===== src/rtl/serial_adder_pkg.sv =====
// Shared definitions for the bit-serial adder: FSM state encoding and default width.
package serial_adder_pkg;

  localparam int unsigned SA_DEFAULT_WIDTH = 8;

  // Encoding 2'd3 is unused; the FSM recovers from it to SA_IDLE.
  typedef enum logic [1:0] {
    SA_IDLE   = 2'd0,
    SA_SHIFT  = 2'd1,
    SA_FINISH = 2'd2
  } sa_state_e;

endpackage


===== src/rtl/full_adder.sv =====
// One-bit full adder cell.
module full_adder (
  input  logic A,
  input  logic B,
  input  logic Cin,
  output logic S,
  output logic Cout
);

  assign S    = A ^ B ^ Cin;
  assign Cout = (A & B) | (Cin & (A ^ B));

endmodule


===== src/rtl/serial_adder.sv =====
// Bit-serial WIDTH-bit adder: one full_adder cell, LSB first, WIDTH shift cycles
// per addition, framed by a START/DONE handshake.
module serial_adder
  import serial_adder_pkg::*;
#(
  parameter int unsigned WIDTH = SA_DEFAULT_WIDTH
) (
  input  logic             CLK,
  input  logic             RST_N,
  input  logic             START,
  input  logic [WIDTH-1:0] A,
  input  logic [WIDTH-1:0] B,
  input  logic             Cin,
  output logic             BUSY,
  output logic             DONE,
  output logic [WIDTH-1:0] S,
  output logic             Cout
);

  localparam int unsigned    CW       = $clog2(WIDTH);
  localparam logic [CW-1:0] CNT_LAST = CW'(WIDTH - 1);

  sa_state_e        state, state_nxt;
  logic [WIDTH-1:0] a_sr, b_sr, s_sr;
  logic             carry;
  logic [CW-1:0]    cnt;
  logic             sum_bit, cout_bit;
  logic [WIDTH-1:0] s_next;

  full_adder u_fa (
    .A    (a_sr[0]),
    .B    (b_sr[0]),
    .Cin  (carry),
    .S    (sum_bit),
    .Cout (cout_bit)
  );

  assign s_next = {sum_bit, s_sr[WIDTH-1:1]};

  // State register.
  always_ff @(posedge CLK or negedge RST_N) begin
    if (!RST_N) state <= SA_IDLE;
    else        state <= state_nxt;
  end

  // Next-state logic; the unused encoding falls back to idle.
  always_comb begin
    state_nxt = state;
    case (state)
      SA_IDLE:   if (START) state_nxt = SA_SHIFT;
      SA_SHIFT:  if (cnt == CNT_LAST) state_nxt = SA_FINISH;
      SA_FINISH: state_nxt = SA_IDLE;
      default:   state_nxt = SA_IDLE;
    endcase
  end

  // Operand capture, serial shifting and result registration.
  always_ff @(posedge CLK or negedge RST_N) begin
    if (!RST_N) begin
      a_sr  <= '0;
      b_sr  <= '0;
      s_sr  <= '0;
      carry <= 1'b0;
      cnt   <= '0;
      S     <= '0;
      Cout  <= 1'b0;
    end else begin
      case (state)
        SA_IDLE: begin
          if (START) begin
            a_sr  <= A;
            b_sr  <= B;
            carry <= Cin;
            cnt   <= '0;
            s_sr  <= '0;
          end
        end
        SA_SHIFT: begin
          a_sr  <= a_sr >> 1;
          b_sr  <= b_sr >> 1;
          s_sr  <= s_next;
          carry <= cout_bit;
          cnt   <= cnt + 1'b1;
          if (cnt == CNT_LAST) begin
            S    <= s_next;
            Cout <= cout_bit;
          end
        end
        default: ;
      endcase
    end
  end

  assign BUSY = (state == SA_SHIFT) || (state == SA_FINISH);
  assign DONE = (state == SA_FINISH);

endmodule

===== config.mk =====
export PLATFORM = sky130hd
export DESIGN_NAME = serial_adder
export DESIGN_NICKNAME = d
export VERILOG_FILES = /design/src/rtl/serial_adder_pkg.sv /design/src/rtl/full_adder.sv /design/src/rtl/serial_adder.sv
export SDC_FILE = /design/constraint.sdc
export NUM_CORES = 1
export LEC_CHECK = 0
export ABC_AREA = 1
export CAP_MARGIN = 20
export CORE_ASPECT_RATIO = 1.2
export CORE_MARGIN = 2
export CORE_UTILIZATION = 50
export CTS_BUF_LIST = sky130_fd_sc_hd__clkbuf_8
export CTS_CLUSTER_DIAMETER = 50
export DETAILED_ROUTE_END_ITERATION = 10
export GPL_ROUTABILITY_DRIVEN = 0
export GPL_TIMING_DRIVEN = 0
export PLACE_DENSITY = 0.76
export SLEW_MARGIN = 20
export SYNTH_ARGS = -nofsm -noshare
export SYNTH_HDL_FRONTEND = slang
export SYNTH_HIERARCHICAL = 1
export SYNTH_SLANG_ARGS = --single-unit

===== constraint.sdc =====
create_clock -name CLK -period 2.05 [get_ports CLK]
set_input_delay 0.615 -clock CLK [delete_from_list [all_inputs] [get_ports CLK]]
set_output_delay 0.615 -clock CLK [all_outputs]
set_load 0.02 [all_outputs]

==> metrics.csv <==
metric,value,unit
dr_wl_met3,143,µm
first_global_vias,1524,
synth_area_per_cell,8.04,µm²
fin_ws,0.102,ns
fillers,323,
timing_worst_setup_path_type,flip-flop to output pin,
synth_top_area_share,51.9,%
ys_ff_latch,38,
ys_top_cells_by_area,"dfrtp_1, nand2_1, nand3_1",
cp.arrival,1.33,ns
dp_cells,298,
drive_gt1_share,8.99,%
syn_area,1830,µm²
slew_viol_final,0,
place_area,2200,µm²
synth-edff-count,0,
avgViaCountPerCell,5.08,
skew,0.00823,ns
cts_sinks,38,
n_antenna_cell,0,
grt_usage,20.3,%
power_density,1270,nW/µm²
crit_slowest_cell,dfrtp_1,
io_buffer_count,30,
rrSetupSlack,0.48,ns
dpl_worst_slack,0.144,ns
hold_viol,0,
cp-end-kind,output pin,
synthMuxAreaShare,0,%
final_cells,306,
wl_met2,1860,µm
startpoint_type,flip-flop,
cts_buffers,5,
r2r_cells,6,
die_height,70.3,µm
clk_pin_slew_worst_paths,0.07,ns
worst-slew-pin-transition,0.448,ns
required,1.43,ns
irDropWorstVdd,0.809,mV
post-route-util,64.6,%
fin_crit,1.95,ns
multi_input_area,786,µm²
initial_core_util,51.3,%
rows,24,
clockRootBuffer,clkbuf_8,
top_layer,met4,
post-route-drc-count,0,
status,"complete, no violations",
coreArea,3570,µm²
grt_pass1_wl,6560,µm
antenna_left,0,
antenna_found_initial,0,
crit_buf_inv,2,
cts_buffer_depth,2,
hold_ws,0.261,ns
max_freq,513,MHz
synth-async-reset-ratio,100,%
fin_crit_sh,95.0,%
met1Wirelength,1630,µm
design_area,2310,µm²
rsz0062_at_grt,no,
clkLatencyLatePin,0.29,ns
crit_fanout,3,
max_slew_margin,70.1,%
hold_path.class,input pin to async pin,
seq_area_frac_synth,51.9,%
htreeDepth,2,
reg2reg_to,Cout,
synthMostInstantiatedCell,nand2_1,
postSynthCellCount,228,
first_pass_iters,4,
ys.flop_type,dfrtp_1,
drt-initial-drc-count,72,
grt_max_degree,22,
die_area,4170,µm²
area_growth_syn_to_layout,25.9,%
synth_fa_ha_area_share,4.51,%
die_w,59.3,µm
cpLargestDelayFamily,buffers and inverters,
cpPeakStageDelay,0.38,ns
synth.top_cells.by_count,"nand2_1, dfrtp_1, nand3_1",
synth_compound_area_share,0,%
cts_tree,done,
overflow,0,
fin_nets,292,
hold_buffers,0,
dp_hpwl,2530,µm
synth_top_family_by_area,simple AND/OR/NAND/NOR gates,
io-pin-count,31,
maxCapViolations,0,
synth_fp_nets,254,
yosys.area.top_type,dfrtp_1,
crit_chain,inv_1 -> ha_1 -> dlygate4sd2_1,
p_leak,1.29,nW
ys_types,15,
synth_xor_xnor_area_share,0,%
routed_wl,3670,µm
finalPower,2.94,mW
regArea,951,µm²
yosys_warnings,6,
synthSimpleGateAreaFrac,38.4,%
vias,1554,
post_drt_wl_per_cell,12.0,µm
setup_tns,0,ns
r2r_start,cnt[0],
setup_viol,0,
## logic make-up (layout without fill, tap and decap cells)
family                     count (synthesis)  in the layout
DFF                                       38             38
adders and majority gates                  6              6
and+or+nand+nor                          167            167
buffers and inverters                     17             56
## worst max path at each step
stage	endpoint	start	cells after the start
finish	BUSY	state[1]	3
global route	BUSY	state[0]	3
CTS	BUSY	state[0]	3
detailed placement	BUSY	state[0]	3
global placement	a_sr[3]	RST_N	1
floorplan	BUSY	state[0]	2
## final cells by class
| type | count | share of cell area, % |
|---|---|---|
| Multi-Input combinational cell | 173 | 34.0 |
| Inverter | 7 | 1.14 |
| Sequential cell | 38 | 41.2 |
| Timing Repair Buffer | 31 | 13.9 |
| Tap cell | 39 | 2.11 |
| Clock inverter | 3 | 1.63 |
| Clock buffer | 5 | 2.98 |
| Buffer | 10 | 3.04 |
## routing by layer
metal	vias up	track usage [%]
met2	30	33.7
met4	0	5.30
met5	-	0
met3	4	5.00
met1	725	25.9
li1	795	-
## placed cells by master, fill, tap and decap left out, drive strengths merged
cell type / n
buf: 12
bufinv: 1
clkbuf: 5
clkdlybuf4s50: 27
clkinv: 1
dfrtp: 38
dlygate4sd2: 2
fa: 1
ha: 5
inv: 8
nand2: 127
nand3: 37
nand4: 2
nor2: 1
## worst register-to-register path, stage by stage (launching register included)
cell	delay (ns)
dfrtp_1	0.41
ha_1	0.21
ha_1	0.20
nand2_2	0.17
clkinv_1	0.28
nand2_1	0.13
nand2_1	0.06
## where the power goes
part	total, mW	switching, mW	internal (mW)
Sequential	1.17	0.163	1.01
Clock	0.610	0.256	0.354
Combinational	1.16	0.704	0.453
## repair_timing
item | 4_1_cts | 5_1_grt
buffers inserted | 0 | 0
gates resized for setup | 2 | 0
endpoints found under the setup margin | 2 | 0
## sequential cells by signal (all words and copies together) (netlist names)
register	count
S	8
a_sr	8
b_sr	8
s_sr	7
cnt	3
state	2
Cout	1
carry	1
(Power assumes the default switching activity.)
